[src/rtl/gcd_operand_driver_if.sv]
// Bundle of request, response and engine-side signals for gcd_operand_driver.
// slave = the driver itself; master = bus adapter plus GCD engine around it.
interface gcd_operand_driver_if #(
    parameter int W  = 16,
    parameter int CW = 8
);
    logic          op_valid;
    logic          op_ready;
    logic [W-1:0]  op_a;
    logic [W-1:0]  op_b;
    logic          gcd_start;
    logic [W-1:0]  gcd_data;
    logic          gcd_done;
    logic [W-1:0]  gcd_result;
    logic          res_valid;
    logic          res_ready;
    logic [W-1:0]  res_data;
    logic [CW-1:0] res_cycles;
    logic          res_err;

    modport slave (
        input  op_valid, op_a, op_b, gcd_done, gcd_result, res_ready,
        output op_ready, gcd_start, gcd_data, res_valid, res_data, res_cycles, res_err
    );

    modport master (
        output op_valid, op_a, op_b, gcd_done, gcd_result, res_ready,
        input  op_ready, gcd_start, gcd_data, res_valid, res_data, res_cycles, res_err
    );
endinterface

[src/rtl/gcd_operand_driver.sv]
// GCD engine initiator: loads A then B, waits for done, returns result; watchdog via GCD_DRV_TIMEOUT_EN.
// Latency: accept -> res_valid is 3+N cycles (N engine WAIT cycles), 1 cycle for zero-operand bypass.
// Backpressure: one job in flight; op_ready only in IDLE, response held until res_ready.
module gcd_operand_driver #(
    parameter int W   = 16,
    parameter int CW  = 8,
    parameter int TMO = 1024
) (
    input  logic                 clk,
    input  logic                 rst_n,
    gcd_operand_driver_if.slave  bus
);
`ifdef GCD_DRV_TIMEOUT_EN
    localparam bit TMO_EN = 1'b1;
`else
    localparam bit TMO_EN = 1'b0;
`endif
    localparam int WDW = $clog2(TMO + 1);

    typedef enum logic [2:0] {S_IDLE, S_LOAD_A, S_LOAD_B, S_WAIT, S_RESP} state_t;

    state_t         state;
    state_t         next_state;
    logic [W-1:0]   a_q;
    logic [W-1:0]   b_q;
    logic [W-1:0]   res_data_q;
    logic [CW-1:0]  cnt;
    logic [CW-1:0]  cnt_inc;
    logic [CW-1:0]  res_cycles_q;
    logic [WDW-1:0] wd_cnt;
    logic           res_err_q;
    logic           accept;
    logic           bypass;
    logic           timeout;

    assign accept  = (state == S_IDLE) && bus.op_valid;
    assign bypass  = (bus.op_a == '0) || (bus.op_b == '0);
    assign cnt_inc = (cnt == '1) ? cnt : cnt + 1'b1;
    // Watchdog has its own counter since res_cycles may saturate below TMO.
    assign timeout = TMO_EN && (state == S_WAIT) && !bus.gcd_done &&
                     (wd_cnt == WDW'(TMO - 1));

    always_ff @(posedge clk) begin
        if (!rst_n) state <= S_IDLE;
        else        state <= next_state;
    end

    always_comb begin
        next_state = state;
        case (state)
            S_IDLE:   if (accept) next_state = bypass ? S_RESP : S_LOAD_A;
            S_LOAD_A: next_state = S_LOAD_B;
            S_LOAD_B: next_state = S_WAIT;
            S_WAIT:   if (bus.gcd_done || timeout) next_state = S_RESP;
            S_RESP:   if (bus.res_ready) next_state = S_IDLE;
            default:  next_state = S_IDLE;
        endcase
    end

    always_comb begin
        bus.op_ready  = 1'b0;
        bus.gcd_start = 1'b0;
        bus.gcd_data  = '0;
        bus.res_valid = 1'b0;
        case (state)
            S_IDLE:   bus.op_ready = rst_n;
            S_LOAD_A: begin
                bus.gcd_start = 1'b1;
                bus.gcd_data  = a_q;
            end
            S_LOAD_B: bus.gcd_data  = b_q;
            S_RESP:   bus.res_valid = 1'b1;
            default:  ;
        endcase
    end

    assign bus.res_data   = res_data_q;
    assign bus.res_cycles = res_cycles_q;
    assign bus.res_err    = res_err_q;

    always_ff @(posedge clk) begin
        if (!rst_n) begin
            a_q          <= '0;
            b_q          <= '0;
            res_data_q   <= '0;
            res_cycles_q <= '0;
            res_err_q    <= 1'b0;
            cnt          <= '0;
            wd_cnt       <= '0;
        end else begin
            if (accept) begin
                a_q       <= bus.op_a;
                b_q       <= bus.op_b;
                res_err_q <= 1'b0;
                if (bypass) begin
                    res_data_q   <= bus.op_a | bus.op_b;
                    res_cycles_q <= '0;
                end
            end
            if (state == S_LOAD_B) begin
                cnt    <= '0;
                wd_cnt <= '0;
            end
            // Done is only honoured here, so a stale done never completes a new job.
            if (state == S_WAIT) begin
                cnt    <= cnt_inc;
                wd_cnt <= wd_cnt + 1'b1;
                if (bus.gcd_done) begin
                    res_data_q   <= bus.gcd_result;
                    res_cycles_q <= cnt_inc;
                end else if (timeout) begin
                    res_err_q    <= 1'b1;
                    res_data_q   <= '0;
                    res_cycles_q <= cnt_inc;
                end
            end
        end
    end
endmodule

[src/flat_wrapper.sv]
// flat-port wrapper written by rule: the top's interface ports become plain ports
module gcd_operand_driver_flat 
#(
    parameter int W   = 16,
    parameter int CW  = 8,
    parameter int TMO = 1024
)
  (clk, rst_n, bus_op_valid, bus_op_a, bus_op_b, bus_gcd_done, bus_gcd_result, bus_res_ready, bus_op_ready, bus_gcd_start, bus_gcd_data, bus_res_valid, bus_res_data, bus_res_cycles, bus_res_err);
  gcd_operand_driver_if #(.W(W), .CW(CW)) bus_i ();
  input  logic clk;
  input  logic rst_n;
  input wire logic [$bits(bus_i.op_valid)-1:0] bus_op_valid;
  input wire logic [$bits(bus_i.op_a)-1:0] bus_op_a;
  input wire logic [$bits(bus_i.op_b)-1:0] bus_op_b;
  input wire logic [$bits(bus_i.gcd_done)-1:0] bus_gcd_done;
  input wire logic [$bits(bus_i.gcd_result)-1:0] bus_gcd_result;
  input wire logic [$bits(bus_i.res_ready)-1:0] bus_res_ready;
  output wire logic [$bits(bus_i.op_ready)-1:0] bus_op_ready;
  output wire logic [$bits(bus_i.gcd_start)-1:0] bus_gcd_start;
  output wire logic [$bits(bus_i.gcd_data)-1:0] bus_gcd_data;
  output wire logic [$bits(bus_i.res_valid)-1:0] bus_res_valid;
  output wire logic [$bits(bus_i.res_data)-1:0] bus_res_data;
  output wire logic [$bits(bus_i.res_cycles)-1:0] bus_res_cycles;
  output wire logic [$bits(bus_i.res_err)-1:0] bus_res_err;
  assign bus_i.op_valid = bus_op_valid;
  assign bus_i.op_a = bus_op_a;
  assign bus_i.op_b = bus_op_b;
  assign bus_i.gcd_done = bus_gcd_done;
  assign bus_i.gcd_result = bus_gcd_result;
  assign bus_i.res_ready = bus_res_ready;
  assign bus_op_ready = bus_i.op_ready;
  assign bus_gcd_start = bus_i.gcd_start;
  assign bus_gcd_data = bus_i.gcd_data;
  assign bus_res_valid = bus_i.res_valid;
  assign bus_res_data = bus_i.res_data;
  assign bus_res_cycles = bus_i.res_cycles;
  assign bus_res_err = bus_i.res_err;
  gcd_operand_driver #(.W(W), .CW(CW), .TMO(TMO)) u_core (.clk(clk), .rst_n(rst_n), .bus(bus_i));
endmodule
[config.mk]
export PLATFORM = sky130hd
export DESIGN_NAME = gcd_operand_driver_flat
export DESIGN_NICKNAME = d
export VERILOG_FILES = /design/src/rtl/gcd_operand_driver_if.sv /design/src/rtl/gcd_operand_driver.sv /design/src/flat_wrapper.sv
export SDC_FILE = /design/constraint.sdc
export NUM_CORES = 1
export LEC_CHECK = 0
export BUFFER_PORTS_ARGS = -buffer_cell sky130_fd_sc_hd__buf_4
export CAP_MARGIN = 10
export CORE_MARGIN = 5
export CORE_UTILIZATION = 49
export CTS_BUF_LIST = sky130_fd_sc_hd__clkbuf_8
export CTS_CLUSTER_DIAMETER = 120
export DETAILED_ROUTE_END_ITERATION = 7
export PLACE_DENSITY = 0.79
export SKIP_LAST_GASP = 1
export SLEW_MARGIN = 20
export SYNTH_ARGS = -nofsm -noshare
export SYNTH_HDL_FRONTEND = slang
export SYNTH_SLANG_ARGS = --single-unit
[constraint.sdc]
create_clock -name clk -period 1.8 [get_ports clk]
set_clock_uncertainty 0.15 [all_clocks]
set_input_delay 0.18 -clock clk [delete_from_list [all_inputs] [get_ports clk]]
set_output_delay 0.18 -clock clk [all_outputs]
set_load 0.03 [all_outputs]
==> flow_metrics.env, run 1 <==
export IMPL_outcome="finished, violations left"
export IMPL_violations="negative setup slack"
export IMPL_final_core_util_pct=79.37
export IMPL_dp_cells=625
export IMPL_antenna_found_initial=0
export IMPL_io_buffers=95
export IMPL_leakagePower_nw=2.241
export IMPL_hold_class="primary input to flop"
export IMPL_wl_per_cell_um=21.66
export IMPL_min_period_ns=2.085
export IMPL_syn_avg_cell_area_um2=8.058
export IMPL_syn2layout_area_growth_pct=59.09
export IMPL_grt_pass1_vias=3796
export IMPL_dieHeight_um=92.71
export IMPL_regArea_mm2=0.001350
export IMPL_pwr_share_comb_pct=34.3
export IMPL_insertedDiodeCount=0
export IMPL_internal_power_mw=3.069
export IMPL_yosysTopAreaCellShare_pct=40.01
export IMPL_grt_use_total_pct=27.73
export IMPL_endpoint_kind="flop"
export IMPL_fill_cells=416
export IMPL_cts_buffer_depth=2
export IMPL_netlist_area_mm2=0.003352
export IMPL_die_area_mm2=0.008595
export IMPL_rsz0062_at_grt="true"
export IMPL_tightest_slew_ns=0.7617
export IMPL_crit_path_max_fanout=12
export IMPL_yosys_top_cells_count="nand2_1 (78), dfxtp_1 (67), a21oi_1 (37)"
export IMPL_syn_inst=416
export IMPL_ys_seq_area_share_pct=40.01
export IMPL_p_per_area_mw_per_mm2=856.0
export IMPL_clk_pin_slew_ns=0.07
export IMPL_cts_buffers=9
export IMPL_maxSlewHeadroom_pct=49.09
export IMPL_drc=0
export IMPL_drt_iter0_drc=341
export IMPL_max_cap_viol_count=0
export IMPL_clk_latency_ns=0.34
export IMPL_power_frac_seq_pct=36.1
export IMPL_fmax_mhz=479.6
export IMPL_synth_nets=470
export IMPL_ant_nets=0
export IMPL_core_area_mm2=0.006719
export IMPL_cts_htree_levels=3
export IMPL_maxSlewViolCount=0
export IMPL_fin_nets=624
export IMPL_netlist_top_cells_area="dfxtp_1 (40%), nand2_1 (8.7%), a21oi_1 (5.5%), o211ai_1 (4.3%), a2111oi_0 (4.2%)"
export IMPL_synth_seq_cells=67
export IMPL_cts_tree="done"
export IMPL_finalHoldViolations=0
export IMPL_wl_um=14190
export IMPL_async_reset_ff_share_pct=0
export IMPL_place_gp_congestion=0.9456
export IMPL_worst_slack_ns=-0.2850
export IMPL_die_w_um=92.71
export IMPL_synth_area_leader_cell="dfxtp_1"
export IMPL_viasPerCell=6.376
export IMPL_grt_pass1_wl_um=18840
export IMPL_arrival_ns=2.12
export IMPL_p_sw_share_pct=32.78
export IMPL_vias=4176
export IMPL_finalNonFillerCells=655
export IMPL_finalCritPeriodShare_pct=115.8
export IMPL_p_clk_share_pct=29.6
export IMPL_io_pins=97
export IMPL_p_sw_mw=1.496
export IMPL_start_kind="flop"
export IMPL_dp_hpwl_um=8400
export IMPL_synth_edf_count=0
export IMPL_synth_cell_type_count=49
export IMPL_overflow=0
export IMPL_grt_max_degree=27
export IMPL_cp_required_ns=1.84
export IMPL_ys_flop_type="dfxtp_1"
export IMPL_final_layout_size_suffix_gt1_share_pct=43.48
export IMPL_ir_drop_mv=0.4345
export IMPL_drtPass1Iterations=5
export IMPL_initial_core_util_pct=49.89
export IMPL_synth_warnings=0
export IMPL_root_buffer="clkbuf_8"
export IMPL_synth_most_common_cell="nand2_1"
export IMPL_multi_input_area_mm2=0.002069
export IMPL_worst_setup_path_type="flop to flop"
export IMPL_cts_sinks=67
export IMPL_core_rowCount=30
export IMPL_finalSetupViolCount=41
-- worst paths after layout --
path              slack, ns  depth (start not counted)         startpoint                      end
setup / recovery      -0.28                          6    u_core.state[1]  u_core.bus.res_data[10]
hold / removal         0.05                          3  bus_gcd_result[1]   u_core.bus.res_data[1]
setup reg to reg      -0.28                          6    u_core.state[1]  u_core.bus.res_data[10]
hold reg to reg        0.31                          2     u_core.a_q[12]           u_core.a_q[12]
-- kinds of logic after synthesis --
| group | after synthesis | synth area share (%) |
|---|---|---|
| simple gates | 160 | 23.11 |
| compound gates | 140 | 29.00 |
| flops | 67 | 40.02 |
| buf+inv | 44 | 6.569 |
| xor+xnor | 2 | 0.5227 |
| fa+ha+maj | 1 | 0.3732 |
| other cells | 1 | 0.1119 |
| mux | 1 | 0.2986 |
-- flip-flops by register name, summed over array words and instances (netlist names) --
signal / cells
u_core.b_q: 16
u_core.bus.res_data: 16
u_core.cnt: 8
u_core.a_q: 16
u_core.bus.res_cycles: 8
u_core.state: 3
-- final cells by class --
| class | instances | share of cell area (%) |
|---|---|---|
| clock buffers | 9 | 2.323 |
| inverters | 7 | 0.4927 |
| flip-flops and latches | 67 | 25.32 |
| clock inverters | 7 | 1.595 |
| multi-input cells | 305 | 38.81 |
| well taps | 80 | 1.877 |
| repair buffers | 180 | 29.59 |
-- critical path: stages, from the launching register on --
cell	delay [ns]
dfxtp_4	0.36
nor3_2	0.19
nand2_1	0.12
buf_4	0.21
buf_4	0.17
a2111oi_1	0.61
a211oi_1	0.11
-- metrics by stage --
step	hold slack [ns]	TNS [ns]	worst slack (ns)	power, mW	instance area (µm²)
after CTS	0.04554	-1.393	-0.1005	4.266	5021
after global routing	0.06548	-4.307	-0.2055	4.718	5333
final	0.05274	-2.152	-0.2850	4.565	5333
after floorplan	0.1413	-0.01352	-0.01352	2.291	3371
after detailed placement	0.2733	-7.010	-0.4581	2.806	4567
after global placement	0.2790	-6.233	-0.4735	2.779	4567
-- power by group through the flow --
stage	Clock (mW)	Sequential (mW)	Combinational, mW
2_1_floorplan	0	1.66	0.632
3_3_place_gp	0	1.67	1.11
3_5_place_dp	0	1.67	1.13
4_1_cts	1.34	1.64	1.29
5_1_grt	1.42	1.66	1.64
6_report	1.35	1.65	1.56
-- metal layers --
metal  GRT usage, %  wire length, µm
met5              0                0
met4          10.26              920
met3          6.499             1287
met2          48.34             6757
met1          33.10             5221
-- repair_timing --
item,CTS,global route
endpoints found under the hold margin,4,0
resized for setup,26,79
gates cloned,2,2
setup buffers,7,1
pin swaps,5,40
endpoints found under the setup margin,26,72
hold buffers,4,0
-- cell usage in the layout, fill, tap and decap left out, types with 5 or more instances in the layout --
| cell | instances |
|---|---|
| a2111oi_0 | 8 |
| inv_1 | 7 |
| and2_1 | 5 |
| or3_1 | 16 |
| buf_4 | 144 |
| a21oi_2 | 16 |
| o22ai_1 | 7 |
| buf_6 | 23 |
| a21boi_0 | 6 |
| nor4_1 | 5 |
| nand2_4 | 15 |
| o21ai_0 | 7 |
| a22o_1 | 7 |
| dfxtp_1 | 64 |
| nor2_1 | 23 |
| a2111oi_1 | 6 |
| buf_12 | 5 |
| clkbuf_8 | 9 |
| nand2_1 | 61 |
| o211ai_1 | 19 |
| a211oi_1 | 16 |
| a22o_2 | 7 |
| a21oi_1 | 21 |
Power figures use the tool's default switching activity.
==> inputs of run 2 (changes only) <==
--- a/config.mk
+++ b/config.mk
@@ -13,6 +13,7 @@
 export CTS_CLUSTER_DIAMETER = 120
 export DETAILED_ROUTE_END_ITERATION = 7
 export PLACE_DENSITY = 0.79
+export RECOVER_POWER = 25
 export SKIP_LAST_GASP = 1
 export SLEW_MARGIN = 20
 export SYNTH_ARGS = -nofsm -noshare
==> flow_metrics.env, run 2 (synthesis gave the netlist of run 1 again) <==
export IMPL_outcome="finished, violations left"
export IMPL_violations="negative setup slack"
export IMPL_cp_required_ns=1.84
export IMPL_insertedDiodeCount=0
export IMPL_cts_sinks=67
export IMPL_finalSetupViolCount=41
export IMPL_max_stage_delay_ns=0.62
export IMPL_startpoint="u_core.state[1]"
export IMPL_drc=0
export IMPL_path_cells="nor3_2, nand2_1, buf_4, buf_4, a2111oi_1, a211oi_1"
export IMPL_vias=4233
export IMPL_wl_um=14210
export IMPL_dieHeight_um=92.71
export IMPL_place_gp_congestion=0.9456
export IMPL_arrival_ns=2.13
export IMPL_fill_cells=414
export IMPL_cp_depth=6
export IMPL_ir_drop_mv=0.4368
export IMPL_cpMaxStageDelayCell="a2111oi_1"
export IMPL_tightest_slew_ns=0.7739
export IMPL_dp_hpwl_um=8400
export IMPL_ant_nets=0
export IMPL_crit_family="compound AO/OA/AOI/OAI gates"
export IMPL_layout_common_cells="buf_4 (135), dfxtp_1 (64), nand2_1 (61)"
export IMPL_rsz0062_at_grt="true"
export IMPL_finalHoldViolations=0
export IMPL_die_area_mm2=0.008595
export IMPL_fmax_mhz=478.1
export IMPL_core_rowCount=30
export IMPL_endpoint_kind="flop"
export IMPL_maxSlewViolCount=0
export IMPL_reg2regPathDepth=6
export IMPL_fin_hold_ws_ns=0.05000
export IMPL_final_layout_size_suffix_gt1_share_pct=41.91
export IMPL_regArea_mm2=0.001350
export IMPL_syn2layout_area_growth_pct=58.08
export IMPL_max_cap_viol_count=0
export IMPL_fin_nets=624
export IMPL_grt_pass1_vias=3796
export IMPL_cts_buffers=9
export IMPL_clk_pin_slew_ns=0.07
export IMPL_layout_commonest_cell="buf_4"
export IMPL_finalNonFillerCells=655
export IMPL_rr_startpoint="u_core.state[1]"
export IMPL_cts_htree_levels=3
export IMPL_finalCritPeriodShare_pct=116.2
export IMPL_grt_max_degree=27
export IMPL_maxSlewHeadroom_pct=48.27
export IMPL_reg2reg_to="u_core.bus.res_data[10]"
export IMPL_io_buffers=95
export IMPL_wl_per_cell_um=21.70
export IMPL_crit_path_max_fanout=12
export IMPL_io_pins=97
export IMPL_worst_path_most_repeated_cell="buf_4"
export IMPL_hold_class="primary input to flop"
export IMPL_path_buf_inv=2
export IMPL_r2r_slack_ns=-0.29
export IMPL_cts_buffer_depth=2
export IMPL_drt_iter0_drc=317
export IMPL_drtPass1Iterations=5
export IMPL_grt_pass1_wl_um=18840
export IMPL_dp_cells=625
export IMPL_antenna_found_initial=0
export IMPL_min_period_ns=2.091
export IMPL_grt_use_total_pct=27.73
export IMPL_viasPerCell=6.463
export IMPL_worst_setup_path_type="flop to flop"
export IMPL_leakagePower_nw=2.202
export IMPL_cts_tree="done"
export IMPL_root_buffer="clkbuf_8"
export IMPL_worst_slack_ns=-0.2914
export IMPL_multi_input_area_mm2=0.002069
export IMPL_die_w_um=92.71
export IMPL_core_area_mm2=0.006719
export IMPL_crit_end="u_core.bus.res_data[10]"
export IMPL_overflow=0
export IMPL_pre_cts_ws_ns=-0.4581
export IMPL_start_kind="flop"
export IMPL_power_mw=4.572
export IMPL_p_per_area_mw_per_mm2=862.8
export IMPL_initial_core_util_pct=49.89
export IMPL_clk_latency_ns=0.34
-- run 2: cell count changes in the layout (fill, tap and decap cells not counted) --
cell	before	now
buf_4	144	135
clkbuf_1	0	9
-- run 2: worst min path at each step --
stage,start,endpoint,slack (ns),depth (start not counted)
6_report,bus_gcd_result[1],u_core.bus.res_data[1],0.05,3
5_1_grt,bus_gcd_result[2],u_core.bus.res_data[2],0.07,3
4_1_cts,bus_gcd_result[1],u_core.bus.res_data[1],0.05,3
3_5_place_dp,bus_gcd_done,u_core.state[1],0.27,2
3_3_place_gp,bus_gcd_done,u_core.state[1],0.28,2
2_1_floorplan,bus_gcd_done,u_core.state[1],0.14,1
-- run 2: timing repair --
| item | CTS | global route |
|---|---|---|
| pin swaps | 5 | 40 |
| gates resized for setup | 26 | 79 |
| buffers inserted | 7 | 1 |
| hold endpoints to repair | 4 | 0 |
| hold buffers | 4 | 0 |
| gates cloned | 2 | 2 |
| endpoints found under the setup margin | 26 | 72 |
-- run 2: layout make-up --
| type | count | share of cell area [%] |
|---|---|---|
| Timing Repair Buffer | 180 | 29.14 |
| Tap cell | 80 | 1.889 |
| Clock buffer | 9 | 2.338 |
| Multi-Input combinational cell | 305 | 39.06 |
| Sequential cell | 67 | 25.48 |
| Inverter | 7 | 0.4959 |
| Clock inverter | 7 | 1.606 |
-- run 2: power breakdown --
group / switching (mW) / internal, mW / leakage [nW]
registers: 0.0667 / 1.58 / 0.546
logic: 0.847 / 0.720 / 1.54
clock network: 0.590 / 0.766 / 0.112
-- run 2: worst register-to-register path: cells and delay by family (launching register included) --
family | cells | cell delay, ns
AOI/OAI and AO/OA | 2 | 0.73
and+or+nand+nor | 2 | 0.32
buffers and inverters | 2 | 0.38
DFF | 1 | 0.36
-- run 2: through the flow --
step	area [µm²]	util, %	TNS [ns]
5_1_grt	5299	78.86	-4.307
4_1_cts	5021	74.73	-1.393
3_3_place_gp	4567	67.97	-6.233
6_report	5299	78.86	-2.252
2_1_floorplan	3371	-	-0.01352
3_5_place_dp	4567	67.97	-7.010
-- run 2: per-layer routing --
layer,track usage [%],vias up,routed length [µm]
met5,0,-,0
met4,10.26,0,968
met3,6.499,100,1338
met2,48.34,326,6665
met1,33.10,1963,5239
li1,-,1844,-
==> inputs of run 3 (changes only) <==
--- a/config.mk
+++ b/config.mk
@@ -5,14 +5,15 @@
 export SDC_FILE = /design/constraint.sdc
 export NUM_CORES = 1
 export LEC_CHECK = 0
+export ABC_AREA = 1
 export BUFFER_PORTS_ARGS = -buffer_cell sky130_fd_sc_hd__buf_4
 export CAP_MARGIN = 10
 export CORE_MARGIN = 5
-export CORE_UTILIZATION = 49
+export CORE_UTILIZATION = 55
 export CTS_BUF_LIST = sky130_fd_sc_hd__clkbuf_8
 export CTS_CLUSTER_DIAMETER = 120
 export DETAILED_ROUTE_END_ITERATION = 7
-export PLACE_DENSITY = 0.79
+export PLACE_DENSITY = 0.84
 export RECOVER_POWER = 25
 export SKIP_LAST_GASP = 1
 export SLEW_MARGIN = 20
==> constraint.sdc (replaced) <==
create_clock -name clk -period 2.5 [get_ports clk]
set_clock_uncertainty 0.15 [all_clocks]
set_input_delay 0.25 -clock clk [delete_from_list [all_inputs] [get_ports clk]]
set_output_delay 0.25 -clock clk [all_outputs]
set_load 0.03 [all_outputs]
==> flow_metrics.env, run 3 <==
export IMPL_synth_seq_cells=67
export IMPL_async_reset_ff_share_pct=0
export IMPL_cts_resized=0
export IMPL_max_stage_delay_ns=0.44
export IMPL_ys_flop_type="dfxtp_1"
export IMPL_root_buffer="clkbuf_8"
export IMPL_synth_warnings=0
export IMPL_viasPerCell=5.362
export IMPL_max_cap_viol_count=0
export IMPL_design_area_mm2=0.004054
export IMPL_top_layer_used="met4"
export IMPL_netlist_area_mm2=0.003314
export IMPL_cts_buffer_depth=2
export IMPL_r2r_slack_ns=0.39
export IMPL_cp_required_ns=2.10
export IMPL_core_rowCount=28
export IMPL_dieHeight_um=87.63
export IMPL_p_clk_share_pct=24.9
export IMPL_hold_path_end="u_core.b_q[3]"
export IMPL_arrival_ns=1.94
export IMPL_cts_sinks=67
export IMPL_finalSetupViolCount=0
export IMPL_overflow=0
export IMPL_layout_commonest_cell="nand2_1"
export IMPL_cpMaxStageDelayCell="dfxtp_1"
export IMPL_hold_buffers=0
export IMPL_outcome="finished clean"
export IMPL_dpl_instance_area_mm2=0.003995
export IMPL_drt_iter0_drc=184
export IMPL_tightest_slew_ns=0.9712
export IMPL_syn_inst=489
export IMPL_reg2regPathDepth=6
export IMPL_reg2reg_to="u_core.b_q[15]"
export IMPL_finalHoldViolations=0
export IMPL_layout_common_cells="nand2_1 (79), buf_4 (72), inv_1 (67), dfxtp_1 (67), nor2_1 (64)"
export IMPL_final_core_util_pct=68.88
export IMPL_finalCritPeriodShare_pct=93.65
export IMPL_syn_avg_cell_area_um2=6.778
export IMPL_clk_pin_slew_ns=0.06
export IMPL_start_kind="flop"
export IMPL_hold_class="primary input to flop"
export IMPL_fin_nets=626
export IMPL_worstHoldPathCells=3
export IMPL_finalSetupTns_ns=0
export IMPL_rr_startpoint="u_core.state[2]"
export IMPL_crit_path_max_fanout=18
export IMPL_grt_max_degree=65
export IMPL_final_layout_size_suffix_gt1_share_pct=19.51
export IMPL_ant_nets=0
export IMPL_wl_um=9153
export IMPL_path_cells="inv_1, nor2_2, nand2_1, o22ai_1, buf_4"
export IMPL_drtPass1Iterations=5
export IMPL_wl_per_cell_um=14.10
export IMPL_vias=3480
export IMPL_maxSlewViolCount=0
export IMPL_ys_seq_area_share_pct=40.47
export IMPL_fill_cells=562
export IMPL_p_sw_mw=1.034
export IMPL_ir_drop_mv=0.4289
export IMPL_pwr_share_comb_pct=31.3
export IMPL_holdCritStartpoint="bus_op_b[3]"
export IMPL_p_per_area_mw_per_mm2=713.8
export IMPL_yosys_top_cells_count="nand2_1 (79), dfxtp_1 (67), inv_1 (64), nor2_1 (64), a21oi_1 (49)"
export IMPL_worst_setup_path_type="flop to primary output"
export IMPL_multi_input_area_mm2=0.001580
export IMPL_p_sw_share_pct=35.74
export IMPL_drc=0
export IMPL_power_frac_seq_pct=43.8
export IMPL_finalNonFillerCells=649
export IMPL_clk_latency_ns=0.33
export IMPL_synth_cell_type_count=30
export IMPL_netlist_top_cells_area="dfxtp_1 (40%), nand2_1 (8.9%), a21oi_1 (7.4%), inv_1 (7.2%), nor2_1 (7.2%)"
export IMPL_grt_use_total_pct=24.44
export IMPL_leakagePower_nw=1.884
export IMPL_wl_met2_um=4626
export IMPL_synth_edf_count=0
export IMPL_yosysTopAreaCellShare_pct=40.47
export IMPL_die_w_um=87.63
export IMPL_maxSlewHeadroom_pct=35.16
export IMPL_die_area_mm2=0.007679
export IMPL_core_area_mm2=0.005886
export IMPL_grt_pass1_vias=3324
export IMPL_io_pins=97
export IMPL_internal_power_mw=1.860
export IMPL_place_gp_congestion=0.9041
export IMPL_io_buffers=95
export IMPL_syn2layout_area_growth_pct=22.31
export IMPL_synth_nets=543
export IMPL_cts_buffers=9
export IMPL_fmax_mhz=427.1
export IMPL_postCtsSetupRepairBufs=0
export IMPL_synth_area_leader_cell="dfxtp_1"
export IMPL_dp_hpwl_um=6706
export IMPL_rsz0062_at_grt="false"
export IMPL_cts_htree_levels=3
export IMPL_dp_cells=636
export IMPL_wl_met1_um=3764
export IMPL_power_mw=2.894
export IMPL_endpoint_kind="primary output"
export IMPL_dr_wl_met3_um=547
export IMPL_synth_most_common_cell="nand2_1"
export IMPL_grt_pass1_wl_um=14870
export IMPL_insertedDiodeCount=0
export IMPL_min_period_ns=2.341
export IMPL_initial_core_util_pct=56.31
export IMPL_cts_tree="done"
export IMPL_regArea_mm2=0.001341
export IMPL_antenna_found_initial=0
run 3: cell type report:
type | count | share of cell area (%)
Clock buffer | 10 | 3.395
Clock inverter | 3 | 0.2778
Inverter | 69 | 6.389
Multi-Input combinational cell | 329 | 38.98
Sequential cell | 67 | 33.09
Tap cell | 75 | 2.315
Timing Repair Buffer | 96 | 15.56
run 3: logic make-up after synthesis:
group | count (synthesis) | share of synthesized area (%)
xor gates and xnor gates | 1 | 0.2643
DFF | 67 | 40.47
AOI/OAI and AO/OA | 108 | 16.99
other | 1 | 0.1131
buffers and inverters | 93 | 12.00
and+or+nand+nor | 218 | 29.78
adders and majority gates | 1 | 0.3774
run 3: worst max-delay path: cells and delay by family (launching register included):
kind,cells,cell delay (ns)
simple gates,2,0.53
flops,1,0.44
compound gates,1,0.35
buf+inv,2,0.28
run 3: per-layer routing:
metal / GRT usage (%) / vias to the layer above
li1: - / 1741
met1: 28.93 / 1602
met2: 43.29 / 115
met3: 4.798 / 22
met4: 9.623 / 0
met5: 0 / -
run 3: worst max-delay path by stage:
stage / slack (ns) / to / depth (start not counted) / start
final: 0.16 / bus_gcd_data[14] / 5 / u_core.state[1]
after global placement: 0.52 / u_core.a_q[15] / 6 / u_core.state[2]
after detailed placement: 0.45 / u_core.a_q[13] / 6 / u_core.state[2]
after CTS: 0.18 / bus_gcd_data[9] / 5 / u_core.state[1]
after floorplan: 0.30 / bus_gcd_data[0] / 5 / u_core.state[0]
after global routing: 0.02 / bus_gcd_data[9] / 5 / u_core.state[1]
run 3: power by group through the flow:
stage               sequential [mW]  clock (mW)  combinational, mW
finish                         1.27       0.721              0.905
global route                   1.28       0.784              0.992
CTS                            1.27       0.734              0.919
detailed placement             1.29           0              0.913
global placement               1.28           0              0.890
floorplan                      1.32           0              0.599
run 3: metrics by stage:
| step | setup WS (ns) | hold slack (ns) |
|---|---|---|
| floorplan | 0.2980 | 0.2744 |
| global placement | 0.5200 | 0.2901 |
| detailed placement | 0.4519 | 0.2949 |
| CTS | 0.1754 | 0.04811 |
| global route | 0.02049 | 0.05971 |
| finish | 0.1588 | 0.05814 |
